File: src/rtl/imm_extend_pipe.sv
// -----------------------------------------------------------------------------
// imm_extend_pipe
// Pipelined immediate generator for the decode stage. It accepts instr[31:7]
// plus a 3-bit format select, decodes the immediate when the item is captured,
// and presents an XLEN-wide extended immediate one cycle later.
//
// Both sides use a valid/ready handshake. Storage is an output register (OUT)
// plus a skid register (SKID). Because in_ready depends only on the skid
// state, fetch never sees a combinational path from out_ready.
//
// Ports
//   clk          in   1      rising-edge clock
//   reset        in   1      asynchronous, active-high reset
//   in_valid     in   1      upstream item valid
//   in_ready     out  1      block can accept an item this cycle
//   in_instr     in   25     instr[31:7]
//   in_immsrc    in   3      format select (I,S,B,J,U,Z,SH,illegal)
//   in_tag       in   TAG_W  side-band tag, passed through unchanged
//   out_valid    out  1      output item valid
//   out_ready    in   1      downstream accepts the output item
//   out_imm      out  XLEN   extended immediate
//   out_tag      out  TAG_W  tag of the output item
//   out_illegal  out  1      format select was 3'b111
// -----------------------------------------------------------------------------
module imm_extend_pipe #(
    parameter int XLEN  = 32,
    parameter int TAG_W = 5
) (
    input  logic             clk,
    input  logic             reset,
    input  logic             in_valid,
    output logic             in_ready,
    input  logic [24:0]      in_instr,
    input  logic [2:0]       in_immsrc,
    input  logic [TAG_W-1:0] in_tag,
    output logic             out_valid,
    input  logic             out_ready,
    output logic [XLEN-1:0]  out_imm,
    output logic [TAG_W-1:0] out_tag,
    output logic             out_illegal
);

    // Reject unsupported configurations at elaboration time.
    generate
        if ((XLEN != 32) && (XLEN != 64)) begin : g_bad_xlen
            $error("imm_extend_pipe: XLEN must be 32 or 64");
        end
        if (TAG_W < 1) begin : g_bad_tag
            $error("imm_extend_pipe: TAG_W must be at least 1");
        end
    endgenerate

    // The argument is instr[31:7], so instr[k] is ins[k-7].
    // A 32-bit value is built first. It is then sign- or zero-extended to XLEN.
    function automatic logic [XLEN-1:0] decode_imm(input logic [24:0] ins,
                                                   input logic [2:0]  src);
        logic [31:0] v;
        logic        sx;
        logic        s;
        s  = ins[24];
        v  = 32'd0;
        sx = 1'b1;
        case (src)
            3'b000: v = {{20{s}}, ins[24:13]};
            3'b001: v = {{20{s}}, ins[24:18], ins[4:0]};
            3'b010: v = {{19{s}}, s, ins[0], ins[23:18], ins[4:1], 1'b0};
            3'b011: v = {{11{s}}, s, ins[12:5], ins[13], ins[23:14], 1'b0};
            3'b100: v = {ins[24:5], 12'd0};
            3'b101: begin
                v  = {27'd0, ins[12:8]};
                sx = 1'b0;
            end
            3'b110: begin
                // A 64-bit shift amount needs the extra bit instr[25].
                v  = (XLEN == 64) ? {26'd0, ins[18:13]} : {27'd0, ins[17:13]};
                sx = 1'b0;
            end
            default: begin
                v  = 32'd0;
                sx = 1'b0;
            end
        endcase
        decode_imm = sx ? XLEN'($signed(v)) : XLEN'(v);
    endfunction

    logic [XLEN-1:0]  dec_imm_s;
    logic             dec_ill_s;
    logic             accept_s;
    logic             out_free_s;

    logic             out_valid_q,   out_valid_d;
    logic [XLEN-1:0]  out_imm_q,     out_imm_d;
    logic [TAG_W-1:0] out_tag_q,     out_tag_d;
    logic             out_illegal_q, out_illegal_d;
    logic             skid_valid_q,  skid_valid_d;
    logic [XLEN-1:0]  skid_imm_q,    skid_imm_d;
    logic [TAG_W-1:0] skid_tag_q,    skid_tag_d;
    logic             skid_illegal_q, skid_illegal_d;

    assign in_ready    = !reset && !skid_valid_q;
    assign accept_s    = in_valid && in_ready;
    assign out_free_s  = !out_valid_q || out_ready;

    assign out_valid   = out_valid_q;
    assign out_imm     = out_imm_q;
    assign out_tag     = out_tag_q;
    assign out_illegal = out_illegal_q;

    // Decode the incoming instruction so that OUT or SKID can capture it.
    always_comb begin
        dec_imm_s = decode_imm(in_instr, in_immsrc);
        dec_ill_s = (in_immsrc == 3'b111);
    end

    // Compute the next state of OUT and SKID from the handshake.
    always_comb begin
        out_valid_d    = out_valid_q;
        out_imm_d      = out_imm_q;
        out_tag_d      = out_tag_q;
        out_illegal_d  = out_illegal_q;
        skid_valid_d   = skid_valid_q;
        skid_imm_d     = skid_imm_q;
        skid_tag_d     = skid_tag_q;
        skid_illegal_d = skid_illegal_q;

        if (skid_valid_q) begin
            // in_ready is low, so no new item can arrive. Only drain SKID.
            if (out_free_s) begin
                out_valid_d   = 1'b1;
                out_imm_d     = skid_imm_q;
                out_tag_d     = skid_tag_q;
                out_illegal_d = skid_illegal_q;
                skid_valid_d  = 1'b0;
            end else begin
                skid_valid_d  = 1'b1;
            end
        end else if (accept_s) begin
            if (out_free_s) begin
                out_valid_d   = 1'b1;
                out_imm_d     = dec_imm_s;
                out_tag_d     = in_tag;
                out_illegal_d = dec_ill_s;
            end else begin
                skid_valid_d   = 1'b1;
                skid_imm_d     = dec_imm_s;
                skid_tag_d     = in_tag;
                skid_illegal_d = dec_ill_s;
            end
        end else begin
            if (out_free_s) begin
                out_valid_d = 1'b0;
            end else begin
                out_valid_d = out_valid_q;
            end
        end
    end

    // OUT and SKID storage. Reset discards any item in flight.
    always_ff @(posedge clk or posedge reset) begin
        if (reset) begin
            out_valid_q    <= 1'b0;
            out_imm_q      <= '0;
            out_tag_q      <= '0;
            out_illegal_q  <= 1'b0;
            skid_valid_q   <= 1'b0;
            skid_imm_q     <= '0;
            skid_tag_q     <= '0;
            skid_illegal_q <= 1'b0;
        end else begin
            out_valid_q    <= out_valid_d;
            out_imm_q      <= out_imm_d;
            out_tag_q      <= out_tag_d;
            out_illegal_q  <= out_illegal_d;
            skid_valid_q   <= skid_valid_d;
            skid_imm_q     <= skid_imm_d;
            skid_tag_q     <= skid_tag_d;
            skid_illegal_q <= skid_illegal_d;
        end
    end

endmodule
File: config.mk
export PLATFORM = sky130hd
export DESIGN_NAME = imm_extend_pipe
export DESIGN_NICKNAME = d
export VERILOG_FILES = /design/src/rtl/imm_extend_pipe.sv
export SDC_FILE = /design/constraint.sdc
export NUM_CORES = 1
export LEC_CHECK = 0
export BUFFER_PORTS_ARGS = -buffer_cell sky130_fd_sc_hd__buf_2
export CAP_MARGIN = 20
export CORE_ASPECT_RATIO = 0.75
export CORE_MARGIN = 1
export CORE_UTILIZATION = 40
export DETAILED_ROUTE_END_ITERATION = 8
export PLACE_DENSITY = 0.72
export SLEW_MARGIN = 10
export SYNTH_ARGS = -nofsm -noshare
export SYNTH_HDL_FRONTEND = slang
export SYNTH_SLANG_ARGS = --single-unit
File: constraint.sdc
create_clock -name clk -period 5 [get_ports clk]
set_input_delay 0.75 -clock clk [delete_from_list [all_inputs] [get_ports clk]]
set_output_delay 0.75 -clock clk [all_outputs]
set_load 0.01 [all_outputs]
; ---- Word level (Yosys, flattened, before mapping)
; Cells that the tools add are included.
[totals]
n_memories = 0
latchBits = 0
rom_bits = 0
ramBits = 0
reg_bits = 78
[classes]
shifts = 0
eq_ne = 7
magnitude_cmp = 0
muxes = 20
n_bitwise = 2
div_mod_pow = 0
multipliers = 0
reduce_logical = 11
add_sub_neg = 0
[op_table]
columns = cell, count
row1 = 32-bit one-hot mux with 7 select lines, 1
row2 = 32-bit 2-to-1 mux, 4
row3 = 5-bit 2-to-1 mux, 4
row4 = 3-bit == test (second input constant), 4
row5 = 1-bit 2-to-1 mux, 11
row6 = 3-bit by 2-bit == test with 1-bit output (second input constant), 2
row7 = 3-bit by 1-bit == test with 1-bit output (second input constant), 1
row8 = 1-bit logical NOT, 3
row9 = 3-bit logical NOT, 1
row10 = 3-bit AND reduction, 1
row11 = 3-bit nonzero test, 1
row12 = 1-bit logical AND, 2
row13 = 1-bit inverter, 2
row14 = 2-bit AND reduction, 1
row15 = 2-bit nonzero test, 1
row16 = 1-bit logical OR, 1

; ---- Depth between registers and ports, before layout
; Gate-level depths: netlist of the first run.
[depth]
word_depth = 5
depth_mapped = 6
depth_no_buf = 4

; ---- Least setup slack after synthesis of the first run
; OpenSTA, ideal clock, no wires.
[synth_timing]
path_type = input to register
start = in reset
end = reg skid_tag_q[1]
path_buffers = 1
cell_stages = 4
setup_slack_ns = 1.601
arrival_time_ns = 3.272
t_required_ns = 4.872
setup_ns = 0.128
path_cell_list = inv_1 nand4b_4 buf_2 mux2_1
[synth_via]
elab_chain_cells = 4
[synth_lines]
columns = element, line
row1 = "start, declared", 30  ; input logic reset,
row2 = 1-bit logical NOT (no line), n/a
row3 = 1-bit logical AND, 100  ; assign in_ready = !reset && !skid_valid_q;
row4 = 1-bit logical AND, 101  ; assign accept_s = in_valid && in_ready;
row5 = 3-bit AND reduction (no line), n/a
row6 = "end signal, assigned", 176  ; skid_tag_q <= skid_tag_d;
row7 = "end, declared", 97  ; logic [TAG_W-1:0] skid_tag_q, skid_tag_d;
; No other way between the ends.
; A chain may end at the register's enable or synchronous reset.

; ---- Final worst setup path of the first run
[layout_timing]
start = in out_ready
end = reg out_imm_q[0], in the netlist out_imm[0]
[layout_via]
elab_chain_cells = 2
[layout_lines]
columns = element, line
row1 = "start, declared", 37  ; input logic out_ready,
row2 = 1-bit logical OR, 102  ; assign out_free_s = !out_valid_q || out_ready;
row3 = 2-bit AND reduction (no line), n/a
row4 = "end signal, assigned", 171  ; out_imm_q <= out_imm_d;
row5 = "end, declared", 92  ; logic [XLEN-1:0] out_imm_q, out_imm_d;
; No other way between the ends.

==> qor.yml, run 1 <==
status: "completed"
syn2layout_area_growth_pct: 21.8
r2r_slack_ns: 1.98
p_int_mw: 1.47
grt_use_total: 0.201
root_buffer: "clkbuf_16"
worstSetupEndpointType: "register"
postCtsSetupBuffers: 0
path_max_fanout: 21
wl_per_cell_um: 15.8
cp.required_ns: 5.24
clock_sinks: 78
min-delay-path-class: "reg2reg"
critPathTopFamily: "simple AND/OR/NAND/NOR gates"
setup_slack_ns: 1.96
ys_ff_latch: 78
synthTopCellsByArea: "dfrtp_1, nand2_1, mux2_2"
worst-setup-path-type: "in2reg"
netlist.area_leader.share: 0.524
p_comb_frac: 0.182
grt_setup_unrepaired: "false"
final_common_cell: "dfrtp_1"
grt_pass1_wl_um: 15100
finalCriticalPeriod_ns: 3.04
use_met2: 0.297
n_antenna_cell: 0
worst_path_largest_cell_delay_ns: 0.85
path_cells: "buf_2, nand2b_1, o21a_1, nand2_1, o211ai_1"
die_w_um: 113
finalSetupViolations: 0
final_area_sq_um: 4530
switching_share: 0.269
vias: 3058
drv_slew: 0
synthCells: 379
setup_tns_ns: 0
drive_gt1_frac: 0.288
syn-num-nets: 416
arrival_ns: 3.28
antenna_found_initial: 0
leakagePower_nw: 2.08
pwr_density_cell_nw_per_um2: 445
place.detailed.hpwl_um: 6030
fp.dieH_um: 85.6
worstSetupStartpointType: "primary input"
gp_congestion: 0.813
peakVddDrop_mv: 0.226
start_util: 0.412
io_pins: 77
timing.final.hold_violations: 0
grt_overflow: 0
htree_levels: 3
yosys.area.top_type: "dfrtp_1"
clk_pin_slew_ns: 0.06
drt-pass1-iter-count: 4
top_usage_layer: "met2"
ctsResizeCount: 0
fill_cells: 837
final_cell_mix: "dfrtp_1, buf_2, nand2_1"
rows: 30
numCtsBuffers: 9
fmax_mhz: 328
power_frac_clock: 0.395
syn_area_sq_um: 3720
drt_iter0_markers: 209
globalRouteMet3Util: 0.0530
yosys_warnings: 0
grt_max_degree: 79
postSynthAreaPerCell_sq_um: 9.82
cts.path.max_buffers: 2
synth_cell_type_count: 32
register_area_sq_um: 1950
place_worst_setup_slack_ns: 1.65
cts_hold_buf: 0
worst_slew_pin_slew_ns: 1.09
fin_nets: 476
clock_skew_ns: 0.00516
yosysSeqAreaShare: 0.524
placed_area_sq_um: 4150
io_buffers: 76
wl_um: 9050
cts_tree: "built"
via_per_inst: 5.35
cpMaxStageDelayCell: "o21a_1"
clock_latency_ns: 0.34
relSlewSlack: 0.275
period_share: 0.609
detail-route-antenna-nets: 0
maxCapViolCount: 0
finalPower_mw: 2.02
p_switching_uw: 542
core_area_sq_um: 9050
die_area_sq_um: 9700
grtUsageMet1: 0.293
path_buf_inv: 1
pwr-share-seq: 0.423
grt_pass1_vias: 2925
multi_input_area_sq_um: 1630
remaining_drc_errors: 0
[kinds of logic after synthesis]
| group | after synthesis | share of synthesized area |
|---|---|---|
| AO/OA/AOI/OAI | 116 | 0.184 |
| XOR/XNOR | 1 | 0.00437 |
| buffers and inverters | 32 | 0.0380 |
| flip-flops | 78 | 0.524 |
| multiplexers | 38 | 0.111 |
| AND/OR/NAND/NOR | 114 | 0.138 |
[sequential cells by signal, summed over array words and instances, names as in the netlist]
signal,cells
skid_valid_q,1
out_valid,1
skid_tag_q,5
skid_illegal_q,1
out_illegal,1
out_tag,5
out_imm,32
skid_imm_q,32
[worst register-to-register path: cells and delay by family (launching register included)]
family	cells	cell delay [ns]
simple gates	1	0.62
compound gates	2	1.23
flops	1	1.08
[stage by stage]
| step | std cells | utilization | hold slack [ns] |
|---|---|---|---|
| after floorplan | 379 | - | 0.449 |
| after global placement | 555 | 0.459 | 0.455 |
| after detailed placement | 555 | 0.459 | 0.467 |
| after CTS | 571 | 0.499 | 0.480 |
| after global routing | 572 | 0.501 | 0.502 |
| final | 572 | 0.501 | 0.471 |
[final cells by class]
class / instances / area share
repair buffers: 79 / 0.0916
clock buffers: 10 / 0.0505
clock inverters: 6 / 0.0295
multi-input cells: 269 / 0.360
well taps: 128 / 0.0353
flip-flops and latches: 78 / 0.431
inverters: 2 / 0.00193
[worst paths after layout]
path,from,endpoint,depth (start not counted)
hold reg to reg,out_tag[3],out_tag[3],2
hold / removal,out_tag[3],out_tag[3],2
min in group asynchronous,reset,out_valid,3
setup reg to reg,skid_valid_q,out_imm[0],3
setup / recovery,out_ready,out_imm[0],5
max in group asynchronous,reset,skid_valid_q,4
[Yosys cell counts, drive strengths merged]
master  instances
nand2b          7
clkbuf         16
mux2i          11
o21bai          1
a211oi          1
a21oi          29
dfrtp          78
nand3          15
a31oi           1
o211ai         13
buf            14
nor2b           6
nor2            7
inv             2
nand4b          1
nand2          74
xor2            1
o21a            1
and2            1
a22o            1
a22oi           5
mux2           27
nor3            1
and2b           1
nor3b           1
o21ai          57
o22a            7
[per-layer routing]
| metal | vias up | part of all wire |
|---|---|---|
| li1 | 1445 | - |
| met1 | 1494 | 0.48 |
| met2 | 108 | 0.45 |
| met3 | 11 | 0.066 |
| met4 | 0 | 0.012 |
| met5 | - | 0 |
[power groups by stage]
stage	Clock, mW	Combinational (mW)	Sequential [mW]
4_1_cts	0.803	0.370	0.855
2_1_floorplan	0	0.205	0.875
3_5_place_dp	0	0.367	0.864
6_report	0.797	0.367	0.853
3_3_place_gp	0	0.352	0.858
5_1_grt	0.832	0.409	0.873
Power figures use the tool's default switching activity.
==> inputs of run 2 (changes only) <==
Settings changed: PLACE_DENSITY 0.72 to 0.75.
Clock period 5 ns to 2.7 ns, I/O delays scaled along.
==> run 2 against run 1 <==
Compared with the run above: worst setup slack worse by 1.1 ns; routed wire length down 0.92%; count of clock-buffer cells in the layout down 1; highest routed layer unchanged.
==> qor.yml, run 2 (synthesis results as in run 1) <==
status: "completed"
core_area_sq_um: 9050  # unchanged
cp.required_ns: 2.94  # -2.30 ns
clock_skew_ns: 0.00236  # -0.00281 ns
postCtsSetupBuffers: 0  # unchanged
placed_area_sq_um: 4210  # +1.4%
finalPower_mw: 3.54  # +75%
cpMaxStageDelayCell: "nand2_1"
clock_latency_ns: 0.34  # about the same
antenna_found_initial: 0  # unchanged
period_share: 0.693
path_cells: "nand2b_1, o21a_1, buf_4, nand2_1, o211ai_1"
relSlewSlack: 0.527  # +0.251
pwr_density_cell_nw_per_um2: 777  # +75%
cts.path.max_buffers: 2  # unchanged
numCtsBuffers: 9  # unchanged
drt-pass1-iter-count: 4  # unchanged
worst_slew_pin_slew_ns: 0.707  # -0.380 ns
use_met2: 0.303  # +0.00613
n_antenna_cell: 0  # unchanged
final_common_cell: "dfrtp_1"
rows: 30  # unchanged
drt_iter0_markers: 215  # +2.9%
final_cell_mix: "dfrtp_1, buf_2, nand2_1"
grt_pass1_vias: 2900  # -0.85%
timing.hold.ws_ns: 0.240  # -0.231 ns
maxCapViolCount: 0  # unchanged
drv_slew: 0  # unchanged
instances_no_fill: 578  # +1.0%
htree_levels: 3  # unchanged
clock_sinks: 78  # unchanged
fin_nets: 482  # +1.3%
final_util: 0.503  # +0.00207
fp.dieH_um: 85.6  # unchanged
min-delay-path-class: "in2async"
timing.final.hold_violations: 0  # unchanged
top_usage_layer: "met2"
syn2layout_area_growth_pct: 22.3
die_w_um: 113  # unchanged
grt_setup_unrepaired: "false"
die_area_sq_um: 9700  # unchanged
setup_tns_ns: 0  # unchanged
worst-setup-path-type: "reg2reg"
worstSetupEndpointType: "register"
clk_pin_slew_ns: 0.06  # about the same
fmax_mhz: 535
io_pins: 77  # unchanged
root_buffer: "clkbuf_16"
globalRouteMet3Util: 0.0551  # +0.00212
peakVddDrop_mv: 0.357  # +57%
drive_gt1_frac: 0.300  # +0.0117
vias: 2993  # -2.1%
wl_um: 8960  # -0.92%
grt_max_degree: 79  # unchanged
ctsResizeCount: 0  # unchanged
gp_congestion: 0.779  # -4.2%
finalSetupViolations: 0  # unchanged
start_util: 0.412  # unchanged
detail-route-antenna-nets: 0  # unchanged
place.detailed.hpwl_um: 6120  # +1.4%
leakagePower_nw: 2.10  # +0.80%
place_worst_setup_slack_ns: 0.659  # -0.988 ns
cts_hold_buf: 0  # unchanged
io_buffers: 76  # unchanged
grtUsageMet1: 0.283  # -0.00989
grt_pass1_wl_um: 14800  # -2.1%
finalCriticalPeriod_ns: 1.87
wl_per_cell_um: 15.5  # -1.9%
via_per_inst: 5.18  # -3.1%
remaining_drc_errors: 0  # unchanged
grt_use_total: 0.201  # -0.000533
dp.cells: 561  # +1.1%
worst_path_largest_cell_delay_ns: 0.42  # -0.43 ns
setup_slack_ns: 0.830  # -1.13 ns
worstSetupStartpointType: "register"
final_area_sq_um: 4550  # +0.41%
arrival_ns: 2.11  # -1.17 ns
path_max_fanout: 21  # unchanged
grt_overflow: 0  # unchanged
cts_tree: "built"
[run 2: cell type report]
cell class	instances	area [sq um]
Clock buffer	9	225
Timing Repair Buffer	85	480
Multi-Input combinational cell	269	1630
Fill cell	863	4490
Sequential cell	78	1950
Inverter	2	11.3
Tap cell	128	160
Clock inverter	7	88.8
[run 2: layer usage]
layer	routed length (um)	part of all wire
met5	0	0
met3	420	0.047
met1	4310	0.48
met4	103	0.011
met2	4140	0.46
[run 2: report_power, final]
group | internal [mW] | switching, mW
Clock | 0.803 | 0.465
Sequential | 1.43 | 0.139
Combinational | 0.314 | 0.385
[run 2: worst paths after layout]
check,cells after the start,to,slack (ns),start
max,5,out_imm[16],0.83,out_valid
min,3,out_imm[0],0.24,reset
max reg2reg,5,out_imm[16],0.83,out_valid
min reg2reg,2,skid_imm_q[15],0.48,skid_imm_q[15]
max in group asynchronous,4,skid_imm_q[8],1.88,reset
min in group clk,2,skid_tag_q[1],0.30,in_tag[1]
[run 2: worst max-delay path, delay by kind of cell (launching register included)]
family	cells	cell delay, ns
DFF	1	0.38
and+or+nand+nor	2	0.63
buffers and inverters	1	0.29
AOI/OAI and AO/OA	2	0.48
